File: src/rtl/spi_ram_pkg.sv
// Shared definitions for the SPI-to-RAM controller: command opcodes and FSM encoding.
package spi_ram_pkg;

  localparam logic [1:0] CMD_WR_ADDR = 2'b00;
  localparam logic [1:0] CMD_WR_DATA = 2'b01;
  localparam logic [1:0] CMD_RD_ADDR = 2'b10;
  localparam logic [1:0] CMD_RD_DATA = 2'b11;

  typedef enum logic [1:0] {
    ST_IDLE    = 2'd0,
    ST_SPI_ACC = 2'd1,
    ST_LOC_ACC = 2'd2,
    ST_RD_WAIT = 2'd3
  } state_t;

  // Opcodes 01 and 11 carry a RAM access; 00 and 10 only load an address latch.
  function automatic logic is_data_cmd(input logic [1:0] op);
    return op[0];
  endfunction

endpackage

File: src/rtl/spi_ram_ctrl_if.sv
// Bundle of SPI command, local requester and RAM port signals around spi_ram_ctrl.
//
// Handshakes:
//   rx_valid   one-cycle strobe; rx_data is consumed on that edge, no back-pressure.
//   tx_valid   level; rises with read data, falls on the edge of the next rx_valid.
//   loc_req    held with loc_we/loc_addr/loc_wdata stable until loc_gnt is seen;
//              loc_gnt pulses one cycle in the cycle the RAM access is issued.
//   loc_rvalid one-cycle pulse qualifying loc_rdata, two cycles after a read grant.
//   mem_en     one-cycle access; mem_rdata is valid the cycle after a read enable.
interface spi_ram_ctrl_if #(
  parameter int ADDR_SIZE = 8
);
  logic [9:0]           rx_data;
  logic                 rx_valid;
  logic [7:0]           tx_data;
  logic                 tx_valid;
  logic                 loc_req;
  logic                 loc_we;
  logic [ADDR_SIZE-1:0] loc_addr;
  logic [7:0]           loc_wdata;
  logic                 loc_gnt;
  logic [7:0]           loc_rdata;
  logic                 loc_rvalid;
  logic                 mem_en;
  logic                 mem_we;
  logic [ADDR_SIZE-1:0] mem_addr;
  logic [7:0]           mem_wdata;
  logic [7:0]           mem_rdata;
  logic                 spi_ovf;

  // Controller side.
  modport slave (
    input  rx_data, rx_valid, loc_req, loc_we, loc_addr, loc_wdata, mem_rdata,
    output tx_data, tx_valid, loc_gnt, loc_rdata, loc_rvalid,
    output mem_en, mem_we, mem_addr, mem_wdata, spi_ovf
  );

  // Environment side: SPI slave, local requester and RAM.
  modport master (
    output rx_data, rx_valid, loc_req, loc_we, loc_addr, loc_wdata, mem_rdata,
    input  tx_data, tx_valid, loc_gnt, loc_rdata, loc_rvalid,
    input  mem_en, mem_we, mem_addr, mem_wdata, spi_ovf
  );

endinterface

File: src/rtl/rr_arbiter2.sv
// Two-requester round-robin arbiter; on a tie the requester not granted last wins.
module rr_arbiter2 (
  input  logic       clk,
  input  logic       rst_n,
  input  logic [1:0] req,
  input  logic       upd,
  output logic [1:0] gnt
);

  // 1 means requester 1 was granted last; reset favours requester 0 on the first tie.
  logic last_one;

  // Grant the sole requester, or on a tie the one that did not win last time.
  always_comb begin
    gnt    = 2'b00;
    gnt[0] = req[0] & (~req[1] | last_one);
    gnt[1] = req[1] & (~req[0] | ~last_one);
  end

  // Remember the winner only when the grant is actually taken.
  always_ff @(posedge clk or negedge rst_n) begin
    if (!rst_n) begin
      last_one <= 1'b1;
    end else if (upd && (|gnt)) begin
      last_one <= gnt[1];
    end
  end

endmodule

File: src/rtl/spi_ram_ctrl.sv
// Decodes SPI command words, holds write/read address latches and shares the
// single RAM port between the SPI command stream and a local requester.
module spi_ram_ctrl
  import spi_ram_pkg::*;
#(
  parameter int ADDR_SIZE = 8,
  parameter int MEM_DEPTH = 2 ** ADDR_SIZE
) (
  input  logic           clk,
  input  logic           rst_n,
  spi_ram_ctrl_if.slave  bus,
  output state_t         dbg_state
);

  state_t               state;
  logic [ADDR_SIZE-1:0] wr_addr;
  logic [ADDR_SIZE-1:0] rd_addr;
  logic                 spi_pend;
  logic                 pend_wr;
  logic [7:0]           pend_data;
  logic                 rd_for_loc;
  logic [1:0]           rx_op;
  logic [7:0]           rx_pay;
  logic [ADDR_SIZE-1:0] rx_addr;
  logic [1:0]           req;
  logic [1:0]           gnt;
  logic                 arb_upd;

  assign rx_op     = bus.rx_data[9:8];
  assign rx_pay    = bus.rx_data[7:0];
  // Wrap the payload into the RAM so an address latch never points past the array.
  assign rx_addr   = ADDR_SIZE'(32'(rx_pay) % MEM_DEPTH);
  assign req       = {bus.loc_req, spi_pend};
  assign arb_upd   = (state == ST_IDLE);
  assign dbg_state = state;

  rr_arbiter2 u_arb (
    .clk   (clk),
    .rst_n (rst_n),
    .req   (req),
    .upd   (arb_upd),
    .gnt   (gnt)
  );

  // Address latches; an access already issued keeps the address it captured.
  always_ff @(posedge clk or negedge rst_n) begin
    if (!rst_n) begin
      wr_addr <= '0;
      rd_addr <= '0;
    end else if (bus.rx_valid) begin
      if (rx_op == CMD_WR_ADDR) wr_addr <= rx_addr;
      if (rx_op == CMD_RD_ADDR) rd_addr <= rx_addr;
    end
  end

  // One-deep SPI command slot; a newer data command replaces an unserved one and flags overflow.
  always_ff @(posedge clk or negedge rst_n) begin
    if (!rst_n) begin
      spi_pend     <= 1'b0;
      pend_wr      <= 1'b0;
      pend_data    <= '0;
      bus.spi_ovf  <= 1'b0;
    end else if (bus.rx_valid && is_data_cmd(rx_op)) begin
      spi_pend  <= 1'b1;
      pend_wr   <= (rx_op == CMD_WR_DATA);
      pend_data <= rx_pay;
      if (spi_pend) bus.spi_ovf <= 1'b1;
    end else if (state == ST_SPI_ACC) begin
      spi_pend <= 1'b0;
    end
  end

  // Access sequencer: issue one RAM cycle per grant, then return read data to its owner.
  always_ff @(posedge clk or negedge rst_n) begin
    if (!rst_n) begin
      state          <= ST_IDLE;
      rd_for_loc     <= 1'b0;
      bus.mem_en     <= 1'b0;
      bus.mem_we     <= 1'b0;
      bus.mem_addr   <= '0;
      bus.mem_wdata  <= '0;
      bus.loc_gnt    <= 1'b0;
      bus.loc_rdata  <= '0;
      bus.loc_rvalid <= 1'b0;
      bus.tx_data    <= '0;
      bus.tx_valid   <= 1'b0;
    end else begin
      bus.mem_en     <= 1'b0;
      bus.mem_we     <= 1'b0;
      bus.loc_gnt    <= 1'b0;
      bus.loc_rvalid <= 1'b0;
      if (bus.rx_valid) bus.tx_valid <= 1'b0;
      case (state)
        ST_IDLE: begin
          if (gnt[0]) begin
            state         <= ST_SPI_ACC;
            rd_for_loc    <= 1'b0;
            bus.mem_en    <= 1'b1;
            bus.mem_we    <= pend_wr;
            bus.mem_addr  <= pend_wr ? wr_addr : rd_addr;
            bus.mem_wdata <= pend_data;
          end else if (gnt[1]) begin
            state         <= ST_LOC_ACC;
            rd_for_loc    <= 1'b1;
            bus.mem_en    <= 1'b1;
            bus.mem_we    <= bus.loc_we;
            bus.mem_addr  <= bus.loc_addr;
            bus.mem_wdata <= bus.loc_wdata;
            bus.loc_gnt   <= 1'b1;
          end
        end
        ST_SPI_ACC, ST_LOC_ACC: begin
          state <= bus.mem_we ? ST_IDLE : ST_RD_WAIT;
        end
        ST_RD_WAIT: begin
          if (rd_for_loc) begin
            bus.loc_rdata  <= bus.mem_rdata;
            bus.loc_rvalid <= 1'b1;
          end else begin
            bus.tx_data  <= bus.mem_rdata;
            bus.tx_valid <= 1'b1;
          end
          state <= ST_IDLE;
        end
        default: state <= ST_IDLE;
      endcase
    end
  end

endmodule

File: src/flat_wrapper.sv
// flat-port wrapper written by rule: the top's interface ports become plain ports
module spi_ram_ctrl_flat import spi_ram_pkg::*;
#(
  parameter int ADDR_SIZE = 8,
  parameter int MEM_DEPTH = 2 ** ADDR_SIZE
)
  (clk, rst_n, dbg_state, bus_rx_data, bus_rx_valid, bus_loc_req, bus_loc_we, bus_loc_addr, bus_loc_wdata, bus_mem_rdata, bus_tx_data, bus_tx_valid, bus_loc_gnt, bus_loc_rdata, bus_loc_rvalid, bus_mem_en, bus_mem_we, bus_mem_addr, bus_mem_wdata, bus_spi_ovf);
  spi_ram_ctrl_if #(.ADDR_SIZE(ADDR_SIZE)) bus_i ();
  input  logic clk;
  input  logic rst_n;
  output state_t dbg_state;
  input wire logic [$bits(bus_i.rx_data)-1:0] bus_rx_data;
  input wire logic [$bits(bus_i.rx_valid)-1:0] bus_rx_valid;
  input wire logic [$bits(bus_i.loc_req)-1:0] bus_loc_req;
  input wire logic [$bits(bus_i.loc_we)-1:0] bus_loc_we;
  input wire logic [$bits(bus_i.loc_addr)-1:0] bus_loc_addr;
  input wire logic [$bits(bus_i.loc_wdata)-1:0] bus_loc_wdata;
  input wire logic [$bits(bus_i.mem_rdata)-1:0] bus_mem_rdata;
  output wire logic [$bits(bus_i.tx_data)-1:0] bus_tx_data;
  output wire logic [$bits(bus_i.tx_valid)-1:0] bus_tx_valid;
  output wire logic [$bits(bus_i.loc_gnt)-1:0] bus_loc_gnt;
  output wire logic [$bits(bus_i.loc_rdata)-1:0] bus_loc_rdata;
  output wire logic [$bits(bus_i.loc_rvalid)-1:0] bus_loc_rvalid;
  output wire logic [$bits(bus_i.mem_en)-1:0] bus_mem_en;
  output wire logic [$bits(bus_i.mem_we)-1:0] bus_mem_we;
  output wire logic [$bits(bus_i.mem_addr)-1:0] bus_mem_addr;
  output wire logic [$bits(bus_i.mem_wdata)-1:0] bus_mem_wdata;
  output wire logic [$bits(bus_i.spi_ovf)-1:0] bus_spi_ovf;
  assign bus_i.rx_data = bus_rx_data;
  assign bus_i.rx_valid = bus_rx_valid;
  assign bus_i.loc_req = bus_loc_req;
  assign bus_i.loc_we = bus_loc_we;
  assign bus_i.loc_addr = bus_loc_addr;
  assign bus_i.loc_wdata = bus_loc_wdata;
  assign bus_i.mem_rdata = bus_mem_rdata;
  assign bus_tx_data = bus_i.tx_data;
  assign bus_tx_valid = bus_i.tx_valid;
  assign bus_loc_gnt = bus_i.loc_gnt;
  assign bus_loc_rdata = bus_i.loc_rdata;
  assign bus_loc_rvalid = bus_i.loc_rvalid;
  assign bus_mem_en = bus_i.mem_en;
  assign bus_mem_we = bus_i.mem_we;
  assign bus_mem_addr = bus_i.mem_addr;
  assign bus_mem_wdata = bus_i.mem_wdata;
  assign bus_spi_ovf = bus_i.spi_ovf;
  spi_ram_ctrl #(.ADDR_SIZE(ADDR_SIZE), .MEM_DEPTH(MEM_DEPTH)) u_core (.clk(clk), .rst_n(rst_n), .bus(bus_i), .dbg_state(dbg_state));
endmodule
File: config.mk
export PLATFORM = sky130hd
export DESIGN_NAME = spi_ram_ctrl_flat
export DESIGN_NICKNAME = d
export VERILOG_FILES = /design/src/rtl/spi_ram_pkg.sv /design/src/rtl/spi_ram_ctrl_if.sv /design/src/rtl/rr_arbiter2.sv /design/src/rtl/spi_ram_ctrl.sv /design/src/flat_wrapper.sv
export SDC_FILE = /design/constraint.sdc
export NUM_CORES = 1
export LEC_CHECK = 0
export BUFFER_PORTS_ARGS = -buffer_cell sky130_fd_sc_hd__buf_2
export CAP_MARGIN = 25
export CORE_MARGIN = 5
export CORE_UTILIZATION = 52
export DETAILED_ROUTE_END_ITERATION = 7
export PLACE_DENSITY = 0.79
export SYNTH_ARGS = -nofsm -noshare
export SYNTH_HDL_FRONTEND = slang
export SYNTH_HIERARCHICAL = 1
export SYNTH_SLANG_ARGS = --single-unit
export TNS_END_PERCENT = 10
File: constraint.sdc
create_clock -name clk -period 2 [get_ports clk]
set_clock_uncertainty 0.2 [all_clocks]
set_input_delay 0.1 -clock clk [delete_from_list [all_inputs] [get_ports clk]]
set_output_delay 0.1 -clock clk [all_outputs]
set_load 0.005 [all_outputs]
==> impl_metrics.ini, run 1 <==
[outcome]
outcome = finished clean

[timing]
timing.final.crit_period_ns = 1.91
hold_viol = 0
fin_crit_sh = 0.954
fmax_mhz = 524
slew_headroom = 0.611
drv_slew = 0
worstMarginPinSlew_ns = 0.583
finalWorstSetupSlack_ns = 0.0922
setup_violations = 0

[clocking]
clk-insertion-delay-late_ns = 0.33
path_clk_slew_ns = 0.07
max-clock-path-buffers = 2
cts_buffers = 9
cts.htree.levels = 3
clkSinkCount = 68
clock-root-buffer = clkbuf_8
post_cts_buffers = 0
cts_tree = yes

[global_route]
first_global_vias = 2238
grt_usage = 0.195
grt.overflow.total = 0
antenna_found_initial = 0
grt_pass1_wl_mm = 10.8
grt_start_max_net_pins = 69

[placed_design]
port_buffers = 78
placed_area_mm2 = 0.00334
preCtsSetupSlack_ns = -0.222
dp.cells = 361
dp_hpwl_mm = 4.30
gp_congestion = 0.710

[worst_hold_path]
holdPathStages = 4
hp-class = input pin to flip-flop
hold_start = bus_loc_addr[5]
holdPathEnd = u_core/bus.mem_addr[5]

[detailed_routing]
remaining_drc_errors = 0
ant_nets = 0
vias = 2135
drt_iter0_drc = 119
routedWlPerCell_um = 16.5
drtPass1Iterations = 4
drt-total-wl_mm = 6.81
via_per_inst = 5.17

[critical_path]
end_kind = flip-flop
critPathMaxStageDelay_ns = 0.56
timing.rr.end = u_core/bus.mem_wdata[4]
path_cells = inv_1 > a21boi_4 > buf_8 > buf_4 > mux2i_1 > o21ai_0
crit_fanout = 12
critical-path-slowest-cell = dfstp_2
cp-start-kind = flip-flop
worstReg2RegStart = u_core/u_arb/last_one
r2r_setup_slack_ns = 0.09
cp_num_buf_inv = 3
reg2reg_depth = 6
criticalPathCategory = flip-flop to flip-flop
cp_top_family = flip-flops
cp_data_required_time_ns = 2.00
worstPathArrival_ns = 1.91

[layout]
diodes = 0
fillers = 375
multi_input_area_mm2 = 0.00111
nNetsFinal = 380
layout.cells.non_filler = 413
mostFrequentLayoutCells = 79 x buf_2, 67 x dfrtp_1, 40 x mux2_2
finalInstanceArea_mm2 = 0.00390
mostFrequentLayoutCell = buf_2
drive_gt1_frac = 0.428
area_growth_pct = 36.7
regArea_mm2 = 0.00170

[floorplanning]
ios = 79
die_h_um = 84.1
core_mm2 = 0.00541
die_w_um = 84.1
initial_core_util = 0.528
num_rows = 27
fp.dieArea_mm2 = 0.00707

[synthesis]
syn_area_per_cell_um2 = 13.3
netlist_area_mm2 = 0.00285
syn-instance-count = 215
synth-seq-cells = 68
synth.area.top_cells = dfrtp_1 59%, mux2_2 16%, mux2i_1 5.6%
ys_warn_count = 6
synth_cell_types = 27
yosysSeqAreaShare = 0.597
syn_nets = 258
post-synth-top-area-fraction = 0.588
synth_area_leader_cell = dfrtp_1

[job]
max-cap-violations = 0

[pwr]
p_leak_nw = 1.93
seq_power_share = 0.421
p_int_w = 0.00341
net-switching-power_w = 0.00175
ir_drop_v = 0.000824
switching_share = 0.339
power_density_mw_per_mm2 = 1320
p_clk_frac = 0.192
combinationalPowerShare = 0.386
## final cells by class
cell class | count | share of cell area
Multi-Input combinational cell | 132 | 0.284
Inverter | 7 | 0.00674
Clock inverter | 2 | 0.00257
Sequential cell | 68 | 0.437
Clock buffer | 13 | 0.0407
Timing Repair Buffer | 119 | 0.206
Tap cell | 72 | 0.0231
## per-layer routing
metal	share of wire	wire length [um]	GRT usage	vias up
met4	0.019	129	0.0892	0
met5	0	0	0	-
met2	0.52	3520	0.328	65
met3	0.046	311	0.0454	11
met1	0.42	2860	0.236	1060
li1	-	-	-	999
## worst register-to-register path, stage by stage, from the launching register on
cell and delay, ns:
dfstp_2 0.56, inv_1 0.07, a21boi_4 0.25, buf_8 0.19, buf_4 0.20, mux2i_1 0.22
o21ai_0 0.10
## flip-flops by register name (all words and copies together), names as in the netlist
| name | flops |
|---|---|
| u_core/wr_addr | 8 |
| u_core/bus.loc_rvalid | 1 |
| u_core/bus.spi_ovf | 1 |
| u_core/bus.mem_we | 1 |
| u_core/bus.loc_rdata | 8 |
| u_core/bus.mem_en | 1 |
| u_core/bus.mem_wdata | 8 |
| u_core/bus.loc_gnt | 1 |
| u_core/bus.tx_data | 8 |
| u_core/bus.mem_addr | 8 |
| u_core/pend_wr | 1 |
| u_core/u_arb/last_one | 1 |
| u_core/rd_for_loc | 1 |
| u_core/pend_data | 8 |
| u_core/spi_pend | 1 |
| u_core/bus.tx_valid | 1 |
| u_core/rd_addr | 8 |
| u_core/dbg_state | 2 |
## Yosys cell counts
cell type / n
dfrtp_1: 67
mux2_2: 40
mux2i_1: 16
nand2_1: 13
o21ai_0: 12
a21o_1: 8
nor2_1: 8
a211oi_1: 7
a21oi_1: 7
inv_1: 6
buf_2: 5
ha_1: 4
nor3b_1: 4
buf_4: 3
and2_1: 2
nor2b_1: 2
a21boi_0: 1
a21boi_1: 1
a21o_2: 1
a31oi_1: 1
clkbuf_1: 1
dfstp_2: 1
inv_2: 1
nand3b_2: 1
nor3_1: 1
nor3_4: 1
o21bai_1: 1
## metrics by stage
stage | power, W | hold slack, ns | utilization | setup TNS (ns)
floorplan | 0.00328 | -0.396 | - | 0
global placement | 0.00391 | -0.0536 | 0.618 | -0.284
detailed placement | 0.00401 | -0.0520 | 0.618 | -1.74
CTS | 0.00508 | 0.00292 | 0.716 | 0
global route | 0.00550 | 0.0223 | 0.722 | -0.0113
finish | 0.00517 | 0.0113 | 0.722 | 0
## power groups by stage
| stage | Clock, W | Sequential (W) | Combinational [W] |
|---|---|---|---|
| final | 0.000994 | 0.00218 | 0.00200 |
| after global routing | 0.00107 | 0.00223 | 0.00220 |
| after CTS | 0.00101 | 0.00216 | 0.00191 |
| after detailed placement | 0 | 0.00219 | 0.00183 |
| after global placement | 0 | 0.00216 | 0.00175 |
| after floorplan | 0 | 0.00218 | 0.00110 |
## repair_timing
action	4_1_cts	5_1_grt
endpoints found under the hold margin	126	0
endpoints found under the setup margin	17	11
pin swaps	0	2
cloned	0	2
hold buffers	35	0
resized for setup	2	4
## worst max path at each step
| stage | to | startpoint | slack (ns) | depth (start not counted) |
|---|---|---|---|---|
| 3_5_place_dp | u_core/bus.mem_addr[0] | u_core/u_arb/last_one | -0.22 | 5 |
| 3_3_place_gp | u_core/bus.mem_addr[7] | u_core/u_arb/last_one | -0.10 | 5 |
| 5_1_grt | u_core/bus.mem_wdata[4] | u_core/u_arb/last_one | -0.01 | 6 |
| 6_report | u_core/bus.mem_wdata[4] | u_core/u_arb/last_one | 0.09 | 6 |
| 4_1_cts | u_core/bus.mem_addr[0] | u_core/u_arb/last_one | 0.009 | 5 |
| 2_1_floorplan | u_core/bus.mem_wdata[0] | u_core/u_arb/last_one | 0.27 | 6 |
## cell families after synthesis
family | count (synthesis) | share of synthesized area
AOI/OAI and AO/OA | 39 | 0.0860
adders and majority gates | 4 | 0.0175
buffers and inverters | 16 | 0.0272
DFF | 68 | 0.597
muxes | 56 | 0.214
and+or+nand+nor | 32 | 0.0583
Power figures use the tool's default switching activity.
==> run 2: changes to the inputs <==
--- a/config.mk
+++ b/config.mk
@@ -5,12 +5,13 @@
 export SDC_FILE = /design/constraint.sdc
 export NUM_CORES = 1
 export LEC_CHECK = 0
-export BUFFER_PORTS_ARGS = -buffer_cell sky130_fd_sc_hd__buf_2
+export BUFFER_PORTS_ARGS = -buffer_cell sky130_fd_sc_hd__buf_4
 export CAP_MARGIN = 25
 export CORE_MARGIN = 5
 export CORE_UTILIZATION = 52
 export DETAILED_ROUTE_END_ITERATION = 7
 export PLACE_DENSITY = 0.79
+export SETUP_SLACK_MARGIN = 0.5
 export SYNTH_ARGS = -nofsm -noshare
 export SYNTH_HDL_FRONTEND = slang
 export SYNTH_HIERARCHICAL = 1
==> run 2 against run 1 <==
Effect of this change: setup slack better by 0.056 ns; highest routed layer unchanged; largest cell class unchanged; die area unchanged; sequential power about the same; maximum frequency up 3.0%; combinational power up 41%; critical endpoint is now u_core/bus.mem_addr[2]; wire length up 15%; via count up 4.2%; critical path depth up 2; largest power group is now combinational cells; non-clock buffer count up 10; global-route usage up 3.4 points.
==> impl_metrics.ini, run 2 (synthesized netlist as in run 1, its figures left out) <==
[outcome]
outcome = finished clean

[layout]
nNetsFinal = 391
area_growth_pct = 51.7
multi_input_area_mm2 = 0.00118
regArea_mm2 = 0.00170
diodes = 0
mostFrequentLayoutCell = buf_4
layout.cells.non_filler = 425
finalInstanceArea_mm2 = 0.00433
fillers = 309
drive_gt1_frac = 0.473
mostFrequentLayoutCells = 84 x buf_4, 67 x dfrtp_1, 40 x mux2_2

[critical_path]
crit_fanout = 7
startpoint = u_core/u_arb/last_one
criticalPathCategory = flip-flop to flip-flop
worstPathArrival_ns = 1.93
cp_data_required_time_ns = 2.07
r2r_setup_slack_ns = 0.15
path_cells = buf_6 > inv_4 > a21boi_4 > buf_4 > clkbuf_16 > nor2_1 > a211oi_1 > a21o_1
timing.rr.end = u_core/bus.mem_addr[2]
end_kind = flip-flop
cp-start-kind = flip-flop
worstReg2RegStart = u_core/u_arb/last_one
critPathMaxStageDelay_ns = 0.56
critical-path-slowest-cell = dfstp_2
reg2reg_depth = 8

[timing]
drv_slew = 0
finalWorstSetupSlack_ns = 0.148
worstMarginPinSlew_ns = 0.569
fmax_mhz = 540
fin_crit_sh = 0.926
timing.final.crit_period_ns = 1.85
rsz0062_at_grt = yes
slew_headroom = 0.619
hold_viol = 0
setup_violations = 0

[worst_hold_path]
hold_start = bus_rx_data[8]
holdPathStages = 3
hp-class = input pin to flip-flop
holdPathEnd = u_core/wr_addr[6]

[clocking]
clk-insertion-delay-late_ns = 0.33
clock-root-buffer = clkbuf_8
cts_buffers = 9
cts_tree = yes
max-clock-path-buffers = 2
clkSinkCount = 68
path_clk_slew_ns = 0.07
cts.htree.levels = 3

[floorplanning]
fp.dieArea_mm2 = 0.00707
die_h_um = 84.1
core_mm2 = 0.00541
num_rows = 27
die_w_um = 84.1
ios = 79
initial_core_util = 0.528

[placed_design]
preCtsSetupSlack_ns = -0.238
placed_area_mm2 = 0.00353
port_buffers = 78
dp.cells = 361
dp_hpwl_mm = 4.31
gp_congestion = 0.723

[detailed_routing]
drt-total-wl_mm = 7.81
ant_nets = 0
vias = 2224
via_per_inst = 5.23
remaining_drc_errors = 0
routedWlPerCell_um = 18.4
drt_iter0_drc = 181
drtPass1Iterations = 4

[global_route]
grt_usage = 0.229
grt.overflow.total = 0
antenna_found_initial = 0
first_global_vias = 2427
grt_pass1_wl_mm = 12.6
grt_start_max_net_pins = 42

[pwr]
total_power_w = 0.00604
power_density_mw_per_mm2 = 1400
p_leak_nw = 2.07
ir_drop_v = 0.000882

[job]
max-cap-violations = 0
-- run 2: how the worst max path moves through the flow --
stage,to,slack [ns]
floorplan,u_core/bus.mem_wdata[0],0.40
global placement,u_core/bus.mem_addr[0],-0.1
finish,u_core/bus.mem_addr[2],0.15
detailed placement,u_core/bus.mem_addr[7],-0.24
global route,u_core/bus.mem_addr[2],0.10
CTS,u_core/bus.mem_wdata[4],0.22
-- run 2: power by group --
group / internal [W] / switching (W) / leakage (nW)
Clock: 0.000516 / 0.000500 / 0.0905
Combinational: 0.00161 / 0.00122 / 1.17
Sequential: 0.00189 / 0.000311 / 0.813
Total: 0.00401 / 0.00203 / 2.07
-- run 2: stage by stage --
step / utilization / hold slack (ns) / TNS, ns
finish: 0.801 / 0.00133 / 0
global route: 0.801 / 0.00170 / 0
CTS: 0.784 / -0.00527 / 0
detailed placement: 0.654 / -0.154 / -1.26
global placement: 0.654 / -0.157 / -0.267
floorplan: - / -0.396 / 0
-- run 2: what timing repair did --
action	CTS	global route
gates resized for setup	17	9
hold endpoints to repair	125	0
pin swaps	2	3
hold buffers	35	0
setup buffers	5	3
cloned	4	1
setup endpoints to repair	38	48
-- run 2: final cells by class --
class / instances / area share
Sequential cell: 68 / 0.393
Multi-Input combinational cell: 133 / 0.272
Timing Repair Buffer: 129 / 0.267
Clock buffer: 14 / 0.0376
Tap cell: 72 / 0.0208
Inverter: 7 / 0.00665
Clock inverter: 2 / 0.00231
-- run 2: critical path: cells and delay by family, from the launching register on --
family                 cells  cell delay, ns
flip-flops                 1            0.56
AO/OA/AOI/OAI              3            0.53
buffers and inverters      4            0.45
AND/OR/NAND/NOR            1            0.05
-- run 2: routing by layer --
metal | share of wire | up-vias | global-route usage
met5 | 0 | - | 0
met4 | 0.017 | 0 | 0.0819
met3 | 0.044 | 12 | 0.0464
met2 | 0.54 | 70 | 0.392
met1 | 0.40 | 1118 | 0.286
li1 | - | 1024 | -
==> run 3: changes to the inputs <==
==> constraint.sdc (replaced) <==
create_clock -name clk -period 1.86 [get_ports clk]
set_clock_uncertainty 0.2 [all_clocks]
set_input_delay 0.093 -clock clk [delete_from_list [all_inputs] [get_ports clk]]
set_output_delay 0.093 -clock clk [all_outputs]
set_load 0.005 [all_outputs]
==> run 3 against run 2 <==
Effect of this change: via count up 3.2%; clock-buffer cell count up 1; maximum frequency up 5.4%; combinational power up 14%.
==> impl_metrics.ini, run 3 (synthesized netlist as in run 1, its figures left out) <==
[outcome]
outcome = finished clean

[timing]
slew_headroom = 0.631
finalWorstSetupSlack_ns = 0.103
drv_slew = 0
timing.final.crit_period_ns = 1.76
rsz0062_at_grt = yes
setup_violations = 0
fin_tns_setup_ns = 0
fin_crit_sh = 0.945
worstMarginPinSlew_ns = 0.551
hold_viol = 0
holdWs_ns = 0.0106
fmax_mhz = 569

[floorplanning]
num_rows = 27
core_mm2 = 0.00541
fp.dieArea_mm2 = 0.00707
die_h_um = 84.1
initial_core_util = 0.528
ios = 79
die_w_um = 84.1

[layout]
diodes = 0
post-route-util = 0.819
drive_gt1_frac = 0.487
area_growth_pct = 55.3
mostFrequentLayoutCells = 86 x buf_4, 67 x dfrtp_1, 40 x mux2_2
mostFrequentLayoutCell = buf_4
nNetsFinal = 395

[critical_path]
criticalPathCategory = flip-flop to flip-flop
worstReg2RegStart = u_core/u_arb/last_one
reg2reg_depth = 6
startpoint = u_core/u_arb/last_one
cp-start-kind = flip-flop
worstPathArrival_ns = 1.77
crit_fanout = 6
cp_data_required_time_ns = 1.87
end_kind = flip-flop

[global_route]
grt_usage = 0.240
grt_pass1_wl_mm = 13.3
first_global_vias = 2516
grt.overflow.total = 0
grt_start_max_net_pins = 37
antenna_found_initial = 0

[placed_design]
preCtsSetupSlack_ns = 0.0184
dp_hpwl_mm = 4.39
gp_congestion = 0.702
port_buffers = 78

[job]
max-cap-violations = 0

[pwr]
combinationalPowerShare = 0.473
switching_share = 0.327
p_clk_frac = 0.178
ir_drop_v = 0.00101
seq_power_share = 0.349
power_density_mw_per_mm2 = 1540
net-switching-power_w = 0.00223
total_power_w = 0.00681
p_leak_nw = 2.12
p_int_w = 0.00458

[detailed_routing]
via_per_inst = 5.35
vias = 2295
routedWlPerCell_um = 18.8
remaining_drc_errors = 0
ant_nets = 0
drtPass1Iterations = 5
drt_iter0_drc = 78
drt-total-wl_mm = 8.09

[clocking]
clock-root-buffer = clkbuf_8
cts_buffers = 9
path_clk_slew_ns = 0.08
clk-insertion-delay-late_ns = 0.32
clkSinkCount = 68
cts_tree = yes
cts.htree.levels = 3
max-clock-path-buffers = 2

[worst_hold_path]
hp-class = input pin to flip-flop
hold_start = bus_rx_data[8]
holdPathStages = 3
-- run 3: changes by cell type in the layout (fill, tap and decap cells not counted), moves of 2 or more --
cell / change
o21ai_2: -2
a21oi_1: -2
a211oi_1: -2
buf_8: +3
a21oi_2: +2
a211oi_2: +2
buf_4: +2
clkinv_2: -2
dlygate4sd3_1: +2
buf_6: -2
buf_12: +2
-- run 3: area by class of cell --
cell class | instances | area, um2
flip-flops and latches | 68 | 1700
repair buffers | 135 | 1230
multi-input cells | 131 | 1180
fillers | 283 | 976
clock buffers | 15 | 166
well taps | 72 | 90.1
clock inverters | 1 | 30.0
inverters | 7 | 26.3
-- run 3: final timing paths --
kind	to	slack [ns]
max reg2reg	u_core/bus.mem_wdata[2]	0.10
max in group asynchronous	u_core/bus.tx_valid	0.88
min	u_core/wr_addr[6]	0.01
min in group asynchronous	u_core/bus.mem_addr[3]	0.04
min reg2reg	u_core/bus.mem_wdata[6]	0.29
max	u_core/bus.mem_wdata[2]	0.10
-- run 3: layer usage --
metal  global-route usage  part of all wire  routed length, um
met5                    0                 0                  0
met4               0.0804             0.015                121
met3               0.0365             0.045                364
met2                0.418              0.54               4360
met1                0.302              0.40               3240
-- run 3: metrics by stage --
step,instances,cell area [um2]
2_1_floorplan,215,2880
3_3_place_gp,362,3550
3_5_place_dp,362,3550
4_1_cts,427,4390
5_1_grt,429,4430
6_report,429,4430
-- run 3: power groups by stage --
stage                     clock [W]  combinational (W)  sequential (W)
final                       0.00121            0.00322         0.00238
after global routing        0.00130            0.00342         0.00244
after CTS                   0.00122            0.00303         0.00235
after detailed placement          0            0.00226         0.00237
after global placement            0            0.00218         0.00235
after floorplan                   0            0.00127         0.00234
-- run 3: worst max-delay path, stage by stage (launching register included) --
cell,delay [ns]
dfstp_2,0.55
inv_2,0.05
a21boi_4,0.18
buf_12,0.17
buf_8,0.14
mux2i_2,0.25
o21ai_1,0.11
-- run 3: timing repair --
action | in CTS | in global routing
gates cloned | 4 | 0
buffers inserted | 8 | 2
gates resized for setup | 31 | 6
endpoints found under the hold margin | 128 | 0
setup endpoints to repair | 40 | 48
hold buffers | 37 | 0
pin swaps | 12 | 4
